<file path="src/rtl/trng_pkg.sv">
// trng_pkg: FSM state encoding and default parameters shared by the TRNG sampler.
package trng_pkg;
  typedef enum logic [2:0] {S_IDLE, S_WARMUP, S_COLLECT, S_HOLD, S_FAIL} state_t;
  localparam int DEF_WORD_W = 32;
  localparam int DEF_SAMPLE_DIV = 4;
  localparam int DEF_WARMUP_SAMPLES = 64;
  localparam int DEF_REP_CUTOFF = 32;
endpackage

</file>
<file path="src/rtl/trng_sync2.sv">
// trng_sync2: two-flop synchronizer bringing the ring-oscillator bit into the clk domain.
module trng_sync2 (
  input  logic clk,
  input  logic rst_n,
  input  logic i_d,
  output logic o_q
);
  logic [1:0] r_ff;
  always_ff @(posedge clk)
    if (!rst_n) r_ff <= '0;
    else r_ff <= {r_ff[0], i_d};
  assign o_q = r_ff[1];
endmodule

</file>
<file path="src/rtl/trng_sampler.sv">
// trng_sampler: samples a ring-oscillator bit, runs warmup and a repetition health test, packs words.
// Optional von Neumann debiasing of collected samples is enabled by defining TRNG_VN_DEBIAS_EN.
module trng_sampler
  import trng_pkg::*;
#(
  parameter int WORD_W = DEF_WORD_W,
  parameter int SAMPLE_DIV = DEF_SAMPLE_DIV,
  parameter int WARMUP_SAMPLES = DEF_WARMUP_SAMPLES,
  parameter int REP_CUTOFF = DEF_REP_CUTOFF
) (
  input  logic              clk,
  input  logic              rst_n,
  input  logic              raw_bit,
  input  logic              enable,
  input  logic              out_ready,
  output logic              out_valid,
  output logic [WORD_W-1:0] out_data,
  output logic              health_fail,
  output logic              busy
);
  localparam int DW = $clog2(SAMPLE_DIV);
  localparam int WW = $clog2(WARMUP_SAMPLES + 1);
  localparam int RW = $clog2(REP_CUTOFF + 1);
  localparam int BW = $clog2(WORD_W + 1);
  state_t r_state;
  logic [DW-1:0] r_div;
  logic [WW-1:0] r_warm;
  logic [RW-1:0] r_rep;
  logic [BW-1:0] r_cnt;
  logic [WORD_W-1:0] r_data;
  logic r_last, r_valid, r_fail, r_busy;
  logic w_s_bit, w_tick, w_live, w_fail, w_acc, w_acc_bit;
  logic [RW-1:0] w_rep_nxt;

  trng_sync2 u_sync (.clk(clk), .rst_n(rst_n), .i_d(raw_bit), .o_q(w_s_bit));

  assign w_tick = r_div == DW'(SAMPLE_DIV - 1);
  assign w_live = r_state == S_WARMUP || r_state == S_COLLECT || r_state == S_HOLD;
  // A zero run length means no previous sample has been seen yet
  assign w_rep_nxt = (r_rep != '0 && w_s_bit == r_last) ? r_rep + 1'b1 : RW'(1);
  assign w_fail = w_live && w_tick && w_rep_nxt >= RW'(REP_CUTOFF);

`ifdef TRNG_VN_DEBIAS_EN
  logic r_pair_have, r_pair_bit;
  always_ff @(posedge clk)
    if (!rst_n || r_state != S_COLLECT) begin
      r_pair_have <= 1'b0;
      r_pair_bit <= 1'b0;
    end else if (w_tick) begin
      r_pair_have <= !r_pair_have;
      r_pair_bit <= w_s_bit;
    end
  assign w_acc = w_tick && r_pair_have && w_s_bit != r_pair_bit;
  assign w_acc_bit = r_pair_bit;
`else
  assign w_acc = w_tick;
  assign w_acc_bit = w_s_bit;
`endif

  always_ff @(posedge clk) begin
    if (!rst_n || !enable) begin
      r_state <= S_IDLE;
      r_div <= '0;
      r_warm <= '0;
      r_rep <= '0;
      r_last <= 1'b0;
      r_cnt <= '0;
      r_data <= '0;
      r_valid <= 1'b0;
      r_fail <= 1'b0;
      r_busy <= 1'b0;
    end else begin
      r_busy <= 1'b1;
      r_div <= (r_state == S_IDLE || w_tick) ? '0 : r_div + 1'b1;
      if (w_live && w_tick) begin
        r_rep <= w_rep_nxt;
        r_last <= w_s_bit;
      end
      // Health failure wins over any handshake on the same edge
      if (w_fail) begin
        r_state <= S_FAIL;
        r_valid <= 1'b0;
        r_fail <= 1'b1;
        r_data <= '0;
      end else begin
        case (r_state)
          S_IDLE: r_state <= S_WARMUP;
          S_WARMUP:
            if (w_tick) begin
              r_warm <= r_warm + 1'b1;
              if (r_warm == WW'(WARMUP_SAMPLES - 1)) r_state <= S_COLLECT;
            end
          S_COLLECT:
            if (w_acc) begin
              r_data <= {w_acc_bit, r_data[WORD_W-1:1]};
              r_cnt <= r_cnt + 1'b1;
              if (r_cnt == BW'(WORD_W - 1)) begin
                r_state <= S_HOLD;
                r_valid <= 1'b1;
              end
            end
          S_HOLD:
            if (out_ready) begin
              r_state <= S_COLLECT;
              r_valid <= 1'b0;
              r_cnt <= '0;
            end
          default: ;
        endcase
      end
    end
  end

  assign out_valid = r_valid;
  assign out_data = r_data;
  assign health_fail = r_fail;
  assign busy = r_busy;
endmodule

</file>
<file path="config.mk">
export PLATFORM = sky130hd
export DESIGN_NAME = trng_sampler
export DESIGN_NICKNAME = d
export VERILOG_FILES = /design/src/rtl/trng_pkg.sv /design/src/rtl/trng_sync2.sv /design/src/rtl/trng_sampler.sv
export SDC_FILE = /design/constraint.sdc
export NUM_CORES = 1
export LEC_CHECK = 0
export CAP_MARGIN = 20
export CORE_MARGIN = 5
export CORE_UTILIZATION = 37
export CTS_CLUSTER_DIAMETER = 30
export DETAILED_ROUTE_END_ITERATION = 6
export PLACE_DENSITY_LB_ADDON = 0.12
export SYNTH_ARGS = -nofsm -noshare
export SYNTH_HDL_FRONTEND = slang
export SYNTH_SLANG_ARGS = --single-unit
</file>
<file path="constraint.sdc">
create_clock -name clk -period 4.9 [get_ports clk]
set_input_delay 0.98 -clock clk [delete_from_list [all_inputs] [get_ports clk]]
set_output_delay 0.98 -clock clk [all_outputs]
set_load 0.01 [all_outputs]
</file>
---- Word-level counts from Yosys, hierarchy flattened ----
Index checks and enable logic that the tools add are counted.
word-level totals
  register bits ........................... 62
  input port bits ......................... 5
  logic and storage cells ................. 73
operators by class
  $add $sub $neg .......................... 4
  magnitude comparators ................... 1
  eq/ne operators ......................... 17
  muxes and demuxes ....................... 16
  bitwise operators ....................... 1
  reduce and logical (&&, ||, !) cells .... 22
operator list
  cell                                                                      count
  3-bit two-way mux                                                         6
  6-bit two-way mux                                                         3
  6-bit by 1-bit adder with 6-bit output (second input constant)            2
  3-bit one-hot mux with 4 select lines                                     1
  6-bit one-hot mux with 2 select lines                                     1
  6-bit AND reduction                                                       2
  3-bit inequality test (second input constant)                             3
  4-bit AND reduction                                                       2
  7-bit by 1-bit adder with 7-bit output (second input constant)            1
  7-bit by 6-bit == test with 1-bit output (second input constant)          1
  3-bit by 2-bit == test with 1-bit output (second input constant)          2
  6-bit by 5-bit == test with 1-bit output (second input constant)          1
  6-bit >= comparator (second input constant)                               1
  2-bit inequality test (second input constant)                             3
  3-bit by 2-bit inequality test with 1-bit output (second input constant)  2
  6-bit nonzero test                                                        1
  5-bit nonzero test                                                        1
  1-bit logical OR                                                          4
  1-bit two-way mux                                                         4
  2-bit by 1-bit inequality test with 1-bit output (second input constant)  2
  4-bit nonzero test                                                        1
  2-bit OR reduction                                                        2
  3-bit by 1-bit == test with 1-bit output (second input constant)          1
  1-bit logical AND                                                         3
  other kinds (10)                                                          11

---- Depth between registers and ports, before layout ----
Gate-level depths: netlist of run 1.
  word-level depth ........................ 7
  depth in mapped cells ................... 9

---- Cells and area by module ----
Synthesis of run 1 repeated with hierarchy kept, for this count alone.
unflattened totals
  cells, all modules ...................... 316
  area total of the unflattened synthesis .. 2,581.2 sq um
by module, submodules not included
  module        instances  cells each  area an instance (sq um)
  trng_sampler  1          312         2,528.7
  trng_sync2    1          4           52.6

---- Worst setup path after synthesis of run 1 ----
No wires, ideal clock.
  path type ............................... input -> register
  start point ............................. input out_ready
  end point ............................... register r_cnt[5]
  data arrival time ....................... 1.880 ns
  required time ........................... 4.799 ns
  slack ................................... 2.919 ns
  cell stages on the path ................. 4
  path buffers ............................ 0
  cell sequence ........................... mux2_2 > nand2_1 > or3_1 > o41ai_1
between the ends
  longest elaborated chain between the ends .. 2
RTL lines
  element                                 line                source
  from (decl)                             trng_sampler.sv:15  input logic out_ready,
  2-bit inequality test (no source line)  -
  4-bit AND reduction (no source line)    -
  to (signal assigned)                    trng_sampler.sv:96  r_cnt <= r_cnt + 1'b1;
  to (decl)                               trng_sampler.sv:29  logic [BW-1:0] r_cnt;
Every way passes these cells.
A chain may end at the register's enable or synchronous reset.

---- Final worst setup path of run 1 ----
  start point ............................. input rst_n
  end point ............................... register r_data[12] (netlist: out_data[12])
between the ends
  longest elaborated chain between the ends .. 3
RTL lines
  element                              line                source
  from (decl)                          trng_sampler.sv:12  input logic rst_n,
  1-bit logical NOT                    trng_sampler.sv:61  if (!rst_n || !enable) begin
  1-bit logical OR                     trng_sampler.sv:61
  2-bit OR reduction (no source line)  -
  to (signal assigned)                 trng_sampler.sv:95  r_data <= {w_acc_bit, r_data[WORD_W-1:1]};
  to (decl)                            trng_sampler.sv:30  logic [WORD_W-1:0] r_data;
Every way passes these cells.

==> results of run 1 <==
[sequential cells by signal, indices dropped and copies added (netlist names)]
signal,cells
r_rep,6
busy,1
out_valid,1
out_data,32
u_sync.r_ff,2
r_state,3
r_cnt,6
r_last,1
r_warm,7
r_div,2
health_fail,1
[path summary, 6_finish.rpt]
check        slack [ns]      endpoint      from
max                2.09  out_data[12]     rst_n
min                0.43      r_div[0]  r_div[0]
max reg2reg        2.69      r_cnt[5]  r_rep[0]
min reg2reg        0.43      r_div[0]  r_div[0]
[cell type report]
| cell class | instances | area (um^2) | share of cell area |
|---|---|---|---|
| multi-input combinational | 225 | 1200 | 0.376 |
| inverter | 7 | 26.3 | 0.00822 |
| clock inverter | 6 | 85.1 | 0.0266 |
| timing repair buffer | 41 | 405 | 0.127 |
| tap | 80 | 100 | 0.0313 |
| clock buffer | 10 | 138 | 0.0430 |
| sequential | 62 | 1240 | 0.388 |
[power by group]
group | switching [mW] | internal [mW]
combinational | 0.0105 | 0.00599
clock | 0.193 | 0.298
sequential | 0.00204 | 0.506
[metal layers]
metal	wire length (um)	GRT usage
met5	0	0
met4	63	0.0452
met3	260	0.0471
met2	2590	0.223
met1	2450	0.149
[stage by stage]
stage / hold WS, ns / instances / total power [mW] / area, um^2
floorplan: 0.408 / 311 / 0.528 / 2540
global placement: 0.417 / 415 / 0.536 / 2980
detailed placement: 0.425 / 415 / 0.536 / 2980
CTS: 0.435 / 431 / 1.03 / 3200
global route: 0.461 / 431 / 1.06 / 3200
finish: 0.433 / 431 / 1.02 / 3200
[placed cells by master (no fill, tap or decap), drive strengths merged, types with 2 or more instances in the layout]
cell type / synthesis / routed
nor2b: 2 / 2
nand3: 9 / 9
nor3: 5 / 5
clkinvlp: 0 / 2
dfxtp: 62 / 62
o311ai: 2 / 2
clkinv: 1 / 3
a21oi: 50 / 50
o211a: 2 / 2
o41ai: 2 / 2
or3: 2 / 2
inv: 6 / 6
o2111ai: 2 / 2
or4: 4 / 4
clkbuf: 15 / 10
nor4: 2 / 2
o31ai: 5 / 5
o211ai: 3 / 3
clkdlybuf4s50: 0 / 39
buf: 2 / 2
nand3b: 3 / 3
nand2: 82 / 82
o21ai: 7 / 7
ha: 5 / 5
nor2: 12 / 12
a41o: 2 / 2
and2: 4 / 4
and3: 3 / 3
nor4b: 2 / 2
a211oi: 3 / 3
bufinv: 0 / 2
[cells by family (layout without fill, tap and decap cells)]
logic type / count (synthesis) / count (layout) / synth area share
XOR/XNOR: 1 / 1 / 0.00345
AND/OR/NAND/NOR: 134 / 134 / 0.240
multiplexers: 1 / 1 / 0.00443
buffers and inverters: 24 / 64 / 0.0389
AO/OA/AOI/OAI: 84 / 84 / 0.200
adder cells (fa/ha/maj): 5 / 5 / 0.0246
flip-flops: 62 / 62 / 0.489
[worst max-delay path, delay by kind of cell]
| family | cells | cell delay, ns |
|---|---|---|
| compound gates | 1 | 0.08 |
| simple gates | 2 | 0.76 |
| buf+inv | 3 | 1.18 |
==> run_results.csv, run 1 <==
group,metric,value,unit
run_status,status,"completed",
layout,final_core_util,0.476,
hold_path,hold_class,"register to register",
floorplanning,dieWidth,92.9,um
sta,tightest_slew,0.826,ns
synthesis,synth_top_area_cell,"dfxtp_1",
floorplanning,rows,30,
worst_setup_path,cp.required,5.10,ns
sta,finalSetupViolations,0,
sta,max-slew-margin-rel,0.448,
clock_network,cts_hold_buf,0,
synthesis,syn_nets,321,
global_route,grt_util_all_layers,0.130,
clock_network,htreeDepth,3,
clock_network,cts.sinks,62,
synthesis,netlist_top_cells_area,"dfxtp_1 49%, nand2_1 12%, a21oi_1 9.9%",
worst_setup_path,crit_fanout,35,
global_route,grt_antenna_before_repair,0,
synthesis,netlist_area,0.00254,mm^2
floorplanning,ios,40,
placed_design,place_ws,1.72,ns
global_route,grt_max_degree,36,
floorplanning,die-area,0.00862,mm^2
clock_network,cts_tree,"done",
floorplanning,die-height,92.9,um
synthesis,synth_cell_types,42,
clock_network,clockBufferDepth,2,
placed_design,hpwl,3570,um
synthesis,ys_ff_latch,62,
route,drt_iter0_drc,127,
synthesis,ys_warn_count,0,
worst_setup_path,arrival,3.02,ns
sta,fin_crit,2.81,ns
sta,slew_viol_final,0,
layout,antenna_cells,0,
global_route,overflow,0,
clock_network,worstSkewPairLatency,0.33,ns
route,routed_wl,5370,um
synthesis,synth_most_common_cell,"nand2_1",
synthesis,syn_area_per_cell,8.17,um^2
synthesis,synth_common_cells,"82 x nand2_1, 62 x dfxtp_1, 50 x a21oi_1",
route,dr.pass1.iters,4,
worst_setup_path,critical-path-max-stage-delay,0.62,ns
sta,rsz0062_at_grt,"false",
route,wl_per_cell,12.5,um
layout,area.growth.synth_to_final,25.9,%
pwr,leakage,1.02,nW
clock_network,cts-resized-gates,0,
global_route,grt_pass1_wl,9200,um
synthesis,synth-edff-count,0,
route,postRouteAntennaNets,0,
clock_network,cts_buffers,9,
clock_network,clockRootBuffer,"clkbuf_8",
sta,finalHoldViolCount,0,
global_route,grt_pass1_vias,2065,
worst_setup_path,reg2reg_depth,7,
worst_setup_path,worstPathCellList,"clkdlybuf4s50_1, nand2_1, clkinv_1, nand2_1, buf_4, a21oi_1",
synthesis,yosysSeqAreaShare,0.489,
route,via_count,2217,
route,vias_per_cell,5.14,
hold_path,whs_path_depth,1,
sta,setup_tns,0,ns
worst_setup_path,end_kind,"register",
route,drc,0,
worst_setup_path,slowest_stage,"nand2_1",
flow_run,drv_cap,0,
layout,drive_gt1_frac,0.0627,
floorplanning,core,0.00672,mm^2
synthesis,synthCells,311,
worst_setup_path,criticalPathCategory,"input pin to register",
placed_design,port_buffers,39,
layout,finalNetCount,356,
floorplanning,start_util,0.378,
sta,setup_slack,2.09,ns
worst_setup_path,cp-start-kind,"input pin",
layout,n_fill_cell,668,
synthesis,synth_ff_type,"dfxtp_1",
clock_network,cts.clk_slew.worst_paths,0.07,ns
worst_setup_path,timing.critical_path.mode_cell,"nand2_1",
placed_design,globalplace.congestion,0.822,
clock_network,cts_setup_buffers,0,
synthesis,async_flop_share,0,
pwr,p_per_area,318,mW/mm^2
sta,clock_skew,0.00513,ns
sta,fin_crit_sh,0.574,
synthesis,synth_top_area_frac,0.489,
pwr,peakVddDrop,238,uV
sta,fmax,0.356,GHz
(Power assumes the default switching activity.)
==> run 2: changes to the inputs <==
==> constraint.sdc (replaced) <==
create_clock -name clk -period 2.58 [get_ports clk]
set_input_delay 0.516 -clock clk [delete_from_list [all_inputs] [get_ports clk]]
set_output_delay 0.516 -clock clk [all_outputs]
set_load 0.01 [all_outputs]
==> run 2 against run 1 <==
  * Sequential power is 90% higher
  * Core utilization grew 0.39 points
  * Setup slack got worse by 1.7 ns
  * Hold slack lost 0.0049 ns
  * First-iteration DRC count increased by 12%
  * Die area unchanged
  * Via count is 1.8% higher
  * Global-route usage up 0.41 points
==> run_results.csv, run 2 (synthesis gave the netlist of run 1 again) <==
group,metric,value,unit
worst_setup_path,arrival,2.41,ns
global_route,grt_util_all_layers,0.134,
pwr,p_per_area,604,mW/mm^2
clock_network,cts_setup_buffers,0,
global_route,grt_antenna_before_repair,0,
clock_network,cts_buffers,9,
worst_setup_path,r2r_end,"r_cnt[5]",
layout,layout_commonest_cell,"nand2_1",
worst_setup_path,cp-startpoint,"r_rep[0]",
run_status,status,"completed",
hold_path,min_from,"r_div[0]",
layout,register_area,0.00124,mm^2
route,postRouteAntennaNets,0,
clock_network,worstSkewPairLatency,0.34,ns
floorplanning,die-area,0.00862,mm^2
layout,fin_area,0.00322,mm^2
placed_design,post_dp_cell_area,0.00300,mm^2
layout,largest_reg_flops,32,
worst_setup_path,crit_fanout,20,
clock_network,cts-resized-gates,0,
worst_setup_path,end_kind,"register",
pwr,peakVddDrop,350,uV
clock_network,cts_tree,"done",
route,wl_per_cell,12.9,um
global_route,overflow,0,
clock_network,cts.sinks,62,
layout,final_cell_mix,"82 x nand2_1, 62 x dfxtp_1, 50 x a21oi_1, 39 x clkdlybuf4s50_1, 11 x nor2_1",
route,vias_per_cell,5.21,
clock_network,clockRootBuffer,"clkbuf_8",
layout,n_fill_cell,661,
worst_setup_path,reg2reg_depth,7,
sta,slew_viol_final,0,
floorplanning,core,0.00672,mm^2
floorplanning,die-height,92.9,um
global_route,grt_max_degree,36,
route,drt_iter0_drc,142,
layout,multi_input_area,0.00120,mm^2
sta,setup_slack,0.414,ns
sta,finalSetupViolations,0,
layout,finalNetCount,358,
sta,clock_skew,0.00447,ns
layout,antenna_cells,0,
placed_design,globalplace.congestion,0.781,
worst_setup_path,cp.required,2.82,ns
sta,fin_crit_sh,0.839,
route,via_count,2256,
sta,setup_tns,0,ns
layout,drive_gt1_frac,0.0680,
sta,fmax,0.462,GHz
worst_setup_path,r2r_start,"r_rep[0]",
sta,max-slew-margin-rel,0.545,
hold_path,hold_class,"register to register",
route,dr.pass1.iters,4,
sta,rsz0062_at_grt,"false",
global_route,grt_pass1_vias,2027,
placed_design,hpwl,3690,um
hold_path,whs_path_depth,1,
route,routed_wl,5570,um
worst_setup_path,criticalPathCategory,"register to register",
placed_design,place_ws,0.397,ns
flow_run,drv_cap,0,
worst_setup_path,reg2reg_slack,0.41,ns
floorplanning,dieWidth,92.9,um
route,drc,0,
global_route,grt_pass1_wl,9260,um
placed_design,port_buffers,39,
layout,final_core_util,0.480,
sta,finalHoldViolCount,0,
sta,fin_crit,2.17,ns
clock_network,cts_hold_buf,0,
pwr,leakage,1.03,nW
sta,tightest_slew,0.674,ns
floorplanning,rows,30,
clock_network,htreeDepth,3,
floorplanning,start_util,0.378,
worst_setup_path,cp-start-kind,"register",
clock_network,clockBufferDepth,2,
floorplanning,ios,40,
hold_path,worst_hold_path.endpoint,"r_div[0]",
clock_network,cts.clk_slew.worst_paths,0.07,ns
layout,area.growth.synth_to_final,26.9,%
run 2: cell types whose count changed in the layout (fill, tap and decap cells not counted):
| cell | before | now |
|---|---|---|
| buf_12 | 0 | 1 |
| clkinv_2 | 2 | 1 |
| clkbuf_8 | 10 | 9 |
| clkinv_4 | 0 | 1 |
| inv_6 | 0 | 1 |
| buf_4 | 2 | 3 |
run 2: power breakdown:
part / switching [mW] / internal (mW)
Clock: 0.400 / 0.546
Sequential: 0.00385 / 0.960
Combinational: 0.0213 / 0.0145
Total: 0.425 / 1.52
run 2: cell type report:
| class | count | area share |
|---|---|---|
| flip-flops and latches | 62 | 0.385 |
| clock buffers | 9 | 0.0384 |
| well taps | 80 | 0.0310 |
| multi-input cells | 225 | 0.373 |
| repair buffers | 43 | 0.134 |
| clock inverters | 7 | 0.0303 |
| inverters | 7 | 0.00815 |
run 2: worst max-delay path by stage:
stage,endpoint,cells past startpoint
finish,r_cnt[5],7
global route,r_cnt[5],7
CTS,r_cnt[5],7
detailed placement,r_cnt[5],5
global placement,r_cnt[5],5
floorplan,r_cnt[1],8
run 2: per-layer routing:
layer	vias up	global-route usage	share of wire
met1	1036	0.149	0.46
met5	-	0	0
met2	46	0.229	0.48
met3	4	0.0609	0.056
li1	1170	-	-
met4	0	0.0427	0.0066
run 2: critical path, stage by stage (launching register included):
cell,delay [ns]
dfxtp_1,0.35
inv_1,0.07
ha_1,0.13
nand2b_1,0.07
o41a_1,0.38
o211a_1,0.32
or3_1,0.50
o41ai_1,0.25
run 2: stage by stage:
step / hold WS [ns] / cells / power (mW)
2_1_floorplan: 0.408 / 311 / 1.00
3_3_place_gp: 0.420 / 417 / 1.02
3_5_place_dp: 0.424 / 417 / 1.02
4_1_cts: 0.434 / 433 / 1.98
5_1_grt: 0.464 / 433 / 2.02
6_report: 0.429 / 433 / 1.95
==> run 3: changes to the inputs <==
==> constraint.sdc (replaced) <==
create_clock -name clk -period 2.14 [get_ports clk]
set_input_delay 0.428 -clock clk [delete_from_list [all_inputs] [get_ports clk]]
set_output_delay 0.428 -clock clk [all_outputs]
set_load 0.01 [all_outputs]
==> run 3 against run 2 <==
  * Register-to-register slack got worse by 0.25 ns
  * Final area increased by 1.2%
  * Maximum frequency increased by 9.6%
  * Power increased by 21%
  * Largest cell class unchanged
  * Combinational power increased by 21%
  * Sequential share of layout area decreased by 0.46 points
  * Critical path depth unchanged
  * Clock power increased by 20%
  * Count of clock-buffer cells in the layout increased by 1
  * Cell count increased by 1.2%
  * Via count increased by 0.71%
  * Hold slack improved by 0.011 ns
  * Largest power group unchanged
==> run_results.csv, run 3 (synthesis gave the netlist of run 1 again) <==
group,metric,value,unit
run_status,status,"completed",
pwr,p_int,1.86,mW
pwr,p_per_area,719,mW/mm^2
worst_setup_path,cp.required,2.37,ns
pwr,sw_frac_of_total,0.208,
clock_network,clockBufferDepth,2,
route,postRouteAntennaNets,0,
route,via_count,2272,
sta,slew_viol_final,0,
layout,largest_reg_flops,32,
clock_network,worstSkewPairLatency,0.33,ns
global_route,grt_max_degree,33,
sta,fin_crit,1.98,ns
sta,tightest_slew,0.602,ns
flow_run,drv_cap,0,
floorplanning,die-area,0.00862,mm^2
worst_setup_path,end_kind,"register",
layout,final_cell_mix,"82 x nand2_1, 62 x dfxtp_1, 50 x a21oi_1, 39 x clkdlybuf4s50_1, 11 x nor2_1",
sta,fmax,0.506,GHz
route,dr.pass1.iters,4,
placed_design,globalplace.congestion,0.785,
layout,antenna_cells,0,
route,wl_per_cell,12.8,um
route,drt_iter0_drc,76,
worst_setup_path,criticalPathCategory,"register to register",
pwr,peakVddDrop,648,uV
clock_network,cts_tree,"done",
sta,finalSetupViolations,0,
global_route,grt_pass1_vias,2008,
clock_network,cts_hold_buf,0,
sta,max-slew-margin-rel,0.599,
clock_network,htreeDepth,3,
worst_setup_path,crit_fanout,14,
floorplanning,ios,40,
clock_network,cts_buffers,9,
sta,finalHoldViolCount,0,
pwr,p_seq_frac,0.495,
sta,rsz0062_at_grt,"false",
placed_design,port_buffers,39,
floorplanning,die-height,92.9,um
route,routed_wl,5630,um
global_route,grt_util_all_layers,0.133,
pwr,pwr-share-comb,0.018,
layout,area.growth.synth_to_final,28.5,%
floorplanning,rows,30,
worst_setup_path,slowest_stage,"or3_1",
floorplanning,core,0.00672,mm^2
floorplanning,dieWidth,92.9,um
floorplanning,start_util,0.378,
sta,fin_crit_sh,0.923,
clock_network,cts.sinks,62,
clock_network,clockRootBuffer,"clkbuf_8",
placed_design,hpwl,3800,um
pwr,p_clk_frac,0.486,
pwr,leakage,1.05,nW
worst_setup_path,cp-start-kind,"register",
layout,finalNetCount,363,
sta,setup_tns,0,ns
pwr,p_total,2.35,mW
global_route,overflow,0,
hold_path,hold_class,"register to register",
route,drc,0,
global_route,grt_pass1_wl,9250,um
route,vias_per_cell,5.19,
pwr,switchingPower,0.488,mW
worst_setup_path,arrival,2.21,ns
layout,layout_commonest_cell,"nand2_1",
worst_setup_path,critical-path-max-stage-delay,0.45,ns
sta,clock_skew,0.00883,ns
layout,drive_gt1_frac,0.0838,
global_route,grt_antenna_before_repair,0,
clock_network,cts.clk_slew.worst_paths,0.07,ns
worst_setup_path,worstPathCellList,"inv_1, ha_1, nand2b_1, o41a_1, o211a_2, or3_1, o41ai_1",
sta,holdWs,0.439,ns
-- run 3: final timing paths --
kind / from / end / slack (ns) / depth (start not counted)
worst max-delay path: r_rep[0] / r_cnt[5] / 0.16 / 7
worst min register to register: r_div[0] / r_div[0] / 0.44 / 1
worst min-delay path: r_div[0] / r_div[0] / 0.44 / 1
worst max register to register: r_rep[0] / r_cnt[5] / 0.16 / 7
-- run 3: layout make-up --
cell class | count | area, um^2
Inverter | 7 | 26.3
Sequential cell | 62 | 1240
Timing Repair Buffer | 48 | 470
Clock buffer | 10 | 138
Tap cell | 80 | 100
Multi-Input combinational cell | 225 | 1200
Fill cell | 665 | 3460
Clock inverter | 6 | 85.1
-- run 3: metal layers --
metal | GRT usage | up-vias | wire (um)
met5 | 0 | - | 0
met4 | 0.0513 | 0 | 66
met3 | 0.0447 | 6 | 284
met2 | 0.215 | 41 | 2630
met1 | 0.163 | 1054 | 2640
li1 | - | 1171 | -
-- run 3: repair_timing --
| item | in CTS | in global routing |
|---|---|---|
| gates resized for setup | 0 | 1 |
| setup endpoints to repair | 0 | 5 |
| setup buffers | 0 | 0 |
-- run 3: power by group through the flow --
stage          registers [mW]  logic [mW]  clock network [mW]
2_1_floorplan            1.19      0.0234                   0
3_3_place_gp             1.19      0.0441                   0
3_5_place_dp             1.19      0.0443                   0
4_1_cts                  1.16      0.0442                1.18
5_1_grt                  1.16      0.0479                1.23
6_report                 1.16      0.0434                1.14
-- run 3: critical path: cells and delay by family, from the launching register on --
family / cells / cell delay [ns]
simple gates: 2 / 0.52
flops: 1 / 0.35
buf+inv: 1 / 0.07
compound gates: 3 / 0.79
fa+ha+maj: 1 / 0.14
-- run 3: metrics by stage --
| stage | cells | instance area (um^2) | worst slack [ns] | utilization |
|---|---|---|---|---|
| floorplan | 311 | 2540 | 0.236 | - |
| global placement | 422 | 3040 | 0.0651 | 0.453 |
| detailed placement | 422 | 3040 | 0.00642 | 0.453 |
| CTS | 438 | 3260 | 0.0868 | 0.486 |
| global route | 438 | 3260 | 0.00439 | 0.486 |
| finish | 438 | 3260 | 0.164 | 0.486 |
